File: src/rtl/fetch_pkg.sv
// ============================================================================
// Module : fetch_pkg
// Desc   : Opcode map, fetch FSM state encoding and opcode classification
//          helpers shared by the fetch sequencer and the ALU.
// Rev    : 1.0  initial release
// ============================================================================
`default_nettype none

package fetch_pkg;

    localparam logic [7:0] OP_NOP      = 8'h00;
    localparam logic [7:0] OP_LDA_I    = 8'h01;
    localparam logic [7:0] OP_LDB_I    = 8'h02;
    localparam logic [7:0] OP_STA      = 8'h03;
    localparam logic [7:0] OP_JMP      = 8'h04;
    localparam logic [7:0] OP_JZ       = 8'h05;
    localparam logic [7:0] OP_JNZ      = 8'h06;
    localparam logic [7:0] OP_ARG_LAST = 8'h0F;
    localparam logic [7:0] OP_ADD      = 8'h10;
    localparam logic [7:0] OP_SUB      = 8'h11;
    localparam logic [7:0] OP_AND      = 8'h12;
    localparam logic [7:0] OP_OR       = 8'h13;
    localparam logic [7:0] OP_XOR      = 8'h14;
    localparam logic [7:0] OP_SHL      = 8'h15;
    localparam logic [7:0] OP_SHR      = 8'h16;
    localparam logic [7:0] OP_NOT      = 8'h17;
    localparam logic [7:0] OP_HLT      = 8'hFF;

    typedef enum logic [2:0] {
        REQ_OP   = 3'd0,
        WAIT_OP  = 3'd1,
        REQ_ARG  = 3'd2,
        WAIT_ARG = 3'd3,
        ISSUE    = 3'd4,
        HALT     = 3'd5
    } fetch_state_t;

    // Every opcode in 01..0F carries one immediate/address byte.
    function automatic logic needs_arg(input logic [7:0] op);
        return (op >= OP_LDA_I) && (op <= OP_ARG_LAST);
    endfunction

    function automatic logic is_illegal(input logic [7:0] op);
        return !((op == OP_NOP) || needs_arg(op) ||
                 ((op >= OP_ADD) && (op <= OP_NOT)) || (op == OP_HLT));
    endfunction

endpackage

`default_nettype wire

File: src/rtl/fetch_seq.sv
// ============================================================================
// Module : fetch_seq
// Desc   : Instruction fetch/sequencer: reads opcode (+operand) bytes from a
//          pipelined byte memory and issues bundles over valid/ready.
// Rev    : 1.0  initial release
// ============================================================================
`default_nettype none

module fetch_seq
    import fetch_pkg::*;
#(
    parameter logic [7:0] RESET_PC = 8'h00,
    parameter int         MEM_LAT  = 1
)
(
    input  logic       clk,
    input  logic       rst,
    output logic [7:0] addr,
    output logic       rd_en,
    input  logic [7:0] data_in,
    output logic       issue_valid,
    input  logic       issue_ready,
    output logic [7:0] issue_op,
    output logic [7:0] issue_arg,
    output logic [7:0] issue_pc,
    output logic       issue_illegal,
    input  logic       redir_valid,
    input  logic [7:0] redir_pc,
    output logic       halted
);

    localparam logic [2:0] LAT = 3'(MEM_LAT);

    fetch_state_t r_state;
    logic [7:0]   r_pc;
    logic [7:0]   r_op_pc;
    logic [7:0]   r_op;
    logic [2:0]   r_lat_cnt;
    logic         w_lat_done;

    assign w_lat_done = (r_lat_cnt == LAT);

    // rd_en/addr are registered, so they are loaded on the edge that enters a
    // request state. Out of reset the FSM sits in REQ_OP with rd_en low and
    // spends one cycle raising the strobe.
    always_ff @(posedge clk) begin
        if (rst) begin
            r_state       <= REQ_OP;
            r_pc          <= RESET_PC;
            r_op_pc       <= 8'h00;
            r_op          <= 8'h00;
            r_lat_cnt     <= 3'd0;
            addr          <= RESET_PC;
            rd_en         <= 1'b0;
            issue_valid   <= 1'b0;
            issue_op      <= 8'h00;
            issue_arg     <= 8'h00;
            issue_pc      <= 8'h00;
            issue_illegal <= 1'b0;
            halted        <= 1'b0;
        end else if (redir_valid) begin
            r_state     <= REQ_OP;
            r_pc        <= redir_pc;
            r_lat_cnt   <= 3'd0;
            addr        <= redir_pc;
            rd_en       <= 1'b1;
            issue_valid <= 1'b0;
            halted      <= 1'b0;
        end else begin
            case (r_state)
                REQ_OP: begin
                    if (!rd_en) begin
                        rd_en <= 1'b1;
                        addr  <= r_pc;
                    end else begin
                        rd_en     <= 1'b0;
                        r_op_pc   <= r_pc;
                        r_pc      <= r_pc + 8'd1;
                        r_lat_cnt <= 3'd1;
                        r_state   <= WAIT_OP;
                    end
                end
                WAIT_OP: begin
                    if (w_lat_done) begin
                        r_op <= data_in;
                        if (needs_arg(data_in)) begin
                            rd_en   <= 1'b1;
                            addr    <= r_pc;
                            r_state <= REQ_ARG;
                        end else begin
                            issue_valid   <= 1'b1;
                            issue_op      <= data_in;
                            issue_arg     <= 8'h00;
                            issue_pc      <= r_op_pc;
                            issue_illegal <= is_illegal(data_in);
                            r_state       <= ISSUE;
                        end
                    end else begin
                        r_lat_cnt <= r_lat_cnt + 3'd1;
                    end
                end
                REQ_ARG: begin
                    rd_en     <= 1'b0;
                    r_pc      <= r_pc + 8'd1;
                    r_lat_cnt <= 3'd1;
                    r_state   <= WAIT_ARG;
                end
                WAIT_ARG: begin
                    if (w_lat_done) begin
                        issue_valid   <= 1'b1;
                        issue_op      <= r_op;
                        issue_arg     <= data_in;
                        issue_pc      <= r_op_pc;
                        issue_illegal <= is_illegal(r_op);
                        r_state       <= ISSUE;
                    end else begin
                        r_lat_cnt <= r_lat_cnt + 3'd1;
                    end
                end
                ISSUE: begin
                    if (issue_ready) begin
                        issue_valid <= 1'b0;
                        if (issue_op == OP_HLT) begin
                            halted  <= 1'b1;
                            r_state <= HALT;
                        end else begin
                            rd_en   <= 1'b1;
                            addr    <= r_pc;
                            r_state <= REQ_OP;
                        end
                    end
                end
                HALT: begin
                    rd_en <= 1'b0;
                end
                default: begin
                    rd_en   <= 1'b0;
                    r_state <= REQ_OP;
                end
            endcase
        end
    end

endmodule

`default_nettype wire

File: config.mk
export PLATFORM = sky130hd
export DESIGN_NAME = fetch_seq
export DESIGN_NICKNAME = d
export VERILOG_FILES = /design/src/rtl/fetch_pkg.sv /design/src/rtl/fetch_seq.sv
export SDC_FILE = /design/constraint.sdc
export NUM_CORES = 1
export LEC_CHECK = 0
export ABC_AREA = 1
export BUFFER_PORTS_ARGS = -buffer_cell sky130_fd_sc_hd__clkbuf_2
export CAP_MARGIN = 20
export CORE_UTILIZATION = 40
export DETAILED_ROUTE_END_ITERATION = 10
export GPL_TIMING_DRIVEN = 0
export PLACE_DENSITY = 0.71
export RECOVER_POWER = 50
export SLEW_MARGIN = 20
export SYNTH_ARGS = -nofsm -noshare
export SYNTH_HDL_FRONTEND = slang
export SYNTH_SLANG_ARGS = --single-unit
File: constraint.sdc
create_clock -name clk -period 3.9 [get_ports clk]
set_input_delay 0.78 -clock clk [delete_from_list [all_inputs] [get_ports clk]]
set_output_delay 0.78 -clock clk [all_outputs]
set_load 0.005 [all_outputs]
# ---- Yosys cells after proc, flatten, opt, wreduce, memory -nomap -nowiden
# Cells that the tools add are included.
dict set report totals {
  elab_cells 126
  regBits 66
  in_bits 20
}
dict set report op_classes {
  muxes 47
  reduce_logical 32
  bitwise 2
  add_sub_neg 2
  n_eq_ne 22
  n_lt_le_gt_ge 8
}
# operator count
set op_table {}
lappend op_table {{8-bit 2-to-1 mux} 17}
lappend op_table {{8-bit one-hot mux with 2 select lines} 4}
lappend op_table {{8-bit == test, second input constant} 3}
lappend op_table {{8-bit one-hot mux with 3 select lines} 1}
lappend op_table {{3-bit 2-to-1 mux} 7}
lappend op_table {{5-bit AND reduction} 4}
lappend op_table {{3-bit != test, second input constant} 6}
lappend op_table {{3-bit one-hot mux with 6 select lines} 1}
lappend op_table {{8-bit by 1-bit >= comparator with 1-bit output, second input constant} 2}
lappend op_table {{8-bit by 5-bit >= comparator with 1-bit output, second input constant} 2}
lappend op_table {{8-bit by 4-bit less-or-equal comparator with 1-bit output, second input constant} 2}
lappend op_table {{8-bit by 5-bit less-or-equal comparator with 1-bit output, second input constant} 2}
lappend op_table {{8-bit logical NOT} 2}
lappend op_table {{2-bit != test, second input constant} 7}
lappend op_table {{1-bit 2-to-1 mux} 13}
lappend op_table {{3-bit AND reduction} 4}
lappend op_table {{3-bit one-hot mux with 3 select lines} 1}
lappend op_table {{3-bit nonzero test} 3}
lappend op_table {{8-bit by 1-bit adder with 8-bit output, second input constant} 1}
lappend op_table {{3-bit by 1-bit == test with 1-bit output, second input constant} 2}
lappend op_table {{3-bit by 2-bit == test with 1-bit output, second input constant} 2}
lappend op_table {{3-bit == test, second input constant} 2}
lappend op_table {{1-bit logical OR} 6}
lappend op_table {{6-bit AND reduction} 1}
lappend op_table {{12 further kinds} 18}

# ---- Longest topological paths before layout
dict set report logic_depth {
  word_depth 9
  mapped_depth 11
}

# ---- Least setup slack after synthesis
# OpenSTA, ideal clock, no wires.
dict set report synth_timing {
  path_type {input to register}
  startpoint {in redir_valid}
  endpoint {reg r_op[3]}
  required_ns 3.780
  path_stages 6
  n_path_buf 1
  setup_slack_ns 2.088
  arrival_time_ns 1.692
  setup_time_ns 0.120
  cell_sequence {clkbuf_1 > nor3_2 > nand2_1 > clkinv_1 > o21ai_0 > a21oi_1}
}
dict set report synth_between {
  elab_chain_len 2
}
# element line_no
set synth_rtl {}
lappend synth_rtl {{from (decl)} fetch_seq.sv:27} ;# input logic redir_valid,
lappend synth_rtl {{1-bit inverter (no line)} -}
lappend synth_rtl {{3-bit AND reduction (no line)} -}
lappend synth_rtl {{to (signal assigned)} fetch_seq.sv:85} ;# r_op <= data_in;
lappend synth_rtl {{to (decl)} fetch_seq.sv:37} ;# logic [7:0] r_op;
# No other way between the ends.
# A chain may end at the register's enable or synchronous reset.

# ---- Worst setup path in the final report
dict set report layout_timing {
  startpoint {in redir_valid}
  endpoint {reg r_op[7]}
}
# Same word-level chain as after synthesis.

==> metrics.md <==
| Metric | Value |
|---|---|
| Reg clk slew, reported paths | `80 ps` |
| Clk root buf | `clkbuf_8` |
| Max Freq | `0.509 GHz` |
| Internal power | `1.07 mW` |
| Placer Congestion | `0.908` |
| Power density of the placed cells | `415 nW/um2` |
| Drt total wl | `7.95 mm` |
| Post-route clock skew | `8.54 ps` |
| # rows | `31` |
| Port-buffer cells | `54` |
| Register area share after synthesis | `0.427` |
| Critical Path Sink Type | `flip-flop` |
| Clock latency on the worst-skew pair | `350 ps` |
| Fin crit period | `1960 ps` |
| CTS Buf Count | `9` |
| Fin Setup TNS | `0 ps` |
| Drt via density | `5.12` |
| Main area contributors after synthesis | `dfxtp_1 (43%), nand2_1 (11%), nor2_1 (8.6%)` |
| Initial DRC count | `174` |
| Clk network pwr share | `0.391` |
| Design Power | `1.50 mW` |
| Startpoint class of the critical path | `input port` |
| Share of cells above drive strength 1 | `0.157` |
| Postcts setup bufs | `0` |
| Final Slew Violations | `0` |
| Sequential Area | `1320 um2` |
| Reg power frac | `0.481` |
| Critical-path top delay cell | `clkbuf_1` |
| Final #Nets | `521` |
| Initial antenna violation count | `0` |
| Final setup vio count | `0` |
| Top cell by count, worst path | `clkbuf_1` |
| Met3 capacity usage during global routing | `0.0516` |
| Wire per inst | `13.2 um` |
| Die height | `89.9 um` |
| CTS HTree Levels | `3` |
| CTS tree | `done` |
| CP arrival | `2200 ps` |
| Synth Area per Inst | `7.14 um2` |
| Layout Cells excl Fill | `602` |
| Dpl cells | `586` |
| CTS max path bufs | `2` |
| Total global routing overflow | `0` |
| Yosys warns | `0` |
| Width of the die | `89.9 um` |
| DRC | `0` |
| Critical Path, Cell by Cell | `clkbuf_1 -> clkbuf_1 -> nor3_2 -> nand2_1 -> clkinv_1 -> o21ai_0 -> a21oi_1` |
| Status | `complete, no violations` |
| CP peak stage delay | `410 ps` |
| DRT Pass-1 Iters | `5` |
| GR peak layer | `met2` |
| Crit-path max FO | `10` |
| Via count | `3084` |
| Post-synth top area share | `0.427` |
| Fillers | `782` |
| Worst Hold Class | `reg2reg` |
| Met2 track utilization from global routing | `0.334` |
| DIE AREA | `8080 um2` |
| Antenna cells | `0` |
| Starting density of the core | `0.420` |
| Yosys reg bits | `66` |
| Synth Net Count | `456` |
| Top cell family by delay on the critical path | `buffers and inverters` |
| Comb pwr share | `0.128` |
| MaxCap Viol Count | `0` |
| Sw Share | `0.287` |
| Crit path buffers/inverters | `3` |
| Largest net degree at the start of global routing | `14` |
| Unrepaired setup endpoints after global routing | `false` |
| Total track usage | `0.199` |
| Multi-input logic area | `1510 um2` |
| Post-route core utilization | `0.493` |
| Worst EP required | `4130 ps` |
| Fin crit share | `0.503` |
| GRT met1 Usage | `0.256` |
| Post-CTS Hold Fix Bufs | `0` |
| Leak | `1.54 nW` |
| Routed Antenna Nets | `0` |
| Slew headroom | `0.608` |
| CP Class | `in2reg` |
| Post_cts resized | `0` |
| Worst-Margin Slew | `588 ps` |
| Syn Inst Count | `433` |
| Num ports | `56` |
| Core footprint | `7370 um2` |
| Synthesized area | `3090 um2` |
| P_sw | `432 uW` |
| Final hold vios | `0` |
| Largest area contributor in the netlist | `dfxtp_1` |
| DP HPWL | `6.00 mm` |
| Peak VDD IR | `0.237 mV` |
| Area delta synth->final | `17.4%` |
| First-pass GRT wire length | `13.0 mm` |
| Clock sinks | `66` |
| Yosys cell types | `37` |
| Vias in the first global route | `2743` |
## cells in the mapped netlist
| library cell | instances |
|---|---|
| a21boi_0 | 2 |
| nor4_1 | 1 |
| ha_1 | 3 |
| a31oi_1 | 4 |
| a21oi_1 | 40 |
| nand2_1 | 94 |
| o211a_1 | 2 |
| nand4_1 | 4 |
| o21ai_0 | 48 |
| inv_2 | 2 |
| o32ai_1 | 1 |
| nor2_1 | 71 |
| buf_4 | 4 |
| buf_1 | 1 |
| nor3_1 | 3 |
| nand3_1 | 19 |
| clkinv_1 | 1 |
| a21oi_4 | 1 |
| o211ai_1 | 3 |
| nor2_4 | 2 |
| o22ai_1 | 1 |
| nand2_2 | 3 |
| inv_4 | 1 |
| clkbuf_1 | 4 |
| o21a_1 | 1 |
| inv_1 | 26 |
| nand4_4 | 1 |
| a41oi_1 | 1 |
| a211oi_1 | 1 |
| nor3_2 | 1 |
| nand3_2 | 1 |
| buf_6 | 4 |
| buf_2 | 7 |
| a311oi_1 | 1 |
| dfxtp_1 | 66 |
| nand3b_1 | 7 |
| and2_1 | 1 |
## flip-flops by register name, indices dropped and copies added, names as in the netlist
signal / flops
issue_illegal: 1
r_op_pc: 8
halted: 1
rd_en: 1
issue_arg: 8
r_op: 8
r_lat_cnt: 3
issue_pc: 8
r_pc: 8
r_state: 3
issue_op: 8
addr: 8
issue_valid: 1
## power by group through the flow
stage / registers [mW] / clock network, mW / logic, mW
4_1_cts: 0.725 / 0.596 / 0.199
6_report: 0.724 / 0.588 / 0.193
5_1_grt: 0.729 / 0.632 / 0.218
2_1_floorplan: 0.737 / 0 / 0.138
3_5_place_dp: 0.741 / 0 / 0.197
3_3_place_gp: 0.739 / 0 / 0.194
## cell usage in the layout, fill, tap and decap left out, types with 2 or more instances in the layout
cell	Yosys	final
nand3b_1	7	7
inv_2	2	2
nor2_4	2	2
clkbuf_1	4	20
clkbuf_8	0	9
o211a_1	2	2
nand4_1	4	5
ha_1	3	3
nor2_1	71	71
a31oi_1	4	4
nand3_1	19	20
inv_6	0	2
a21oi_1	40	40
buf_6	4	2
o211ai_1	3	3
nor3_1	3	3
inv_1	26	26
clkbuf_2	0	42
dfxtp_1	66	66
buf_4	4	3
clkinv_4	0	2
nand2_2	3	3
buf_2	7	6
clkinv_2	0	2
o21ai_0	48	48
nand2_1	94	94
a21boi_0	2	2
## final timing paths
kind                            slack, ps  cells past startpoint         start      endpoint
worst max-delay path                 1940                      7   redir_valid       r_op[7]
worst min-delay path                  460                      2  issue_arg[2]  issue_arg[2]
worst max register to register       2000                      8    r_state[0]       r_pc[4]
worst min register to register        460                      2  issue_arg[2]  issue_arg[2]
## cell type report
cell class | count | share of cell area
Inverter | 30 | 0.0317
Multi-Input combinational cell | 317 | 0.415
Tap cell | 99 | 0.0341
Sequential cell | 66 | 0.364
Buffer | 20 | 0.0300
Clock inverter | 7 | 0.0207
Clock buffer | 9 | 0.0341
Timing Repair Buffer | 54 | 0.0703
## worst min-delay path, delay by kind of cell (launching register included)
kind | cells | cell delay, ps
AND/OR/NAND/NOR | 1 | 60
AO/OA/AOI/OAI | 1 | 50
flip-flops | 1 | 310
## metrics by stage
stage | hold WS [ps] | setup WS, ps | instance area [um2]
after detailed placement | 455 | 1630 | 3490
final | 464 | 1940 | 3630
after floorplan | 439 | 2090 | 3090
after CTS | 467 | 2000 | 3680
after global routing | 485 | 1740 | 3630
after global placement | 452 | 1660 | 3490
## cell families (layout without fill, tap and decap cells)
logic type      after synthesis  in the layout  synth area share
compound gates              106            106             0.190
buf+inv                      50            120            0.0789
fa+ha+maj                     3              3            0.0121
flops                        66             66             0.427
simple gates                208            208             0.292
## metal layers
metal,vias to the layer above,share of wire
met2,109,0.47
li1,1567,-
met1,1399,0.46
met3,9,0.065
met5,-,0
met4,0,0.0078
No activity file was read; power rests on OpenSTA's default activity.
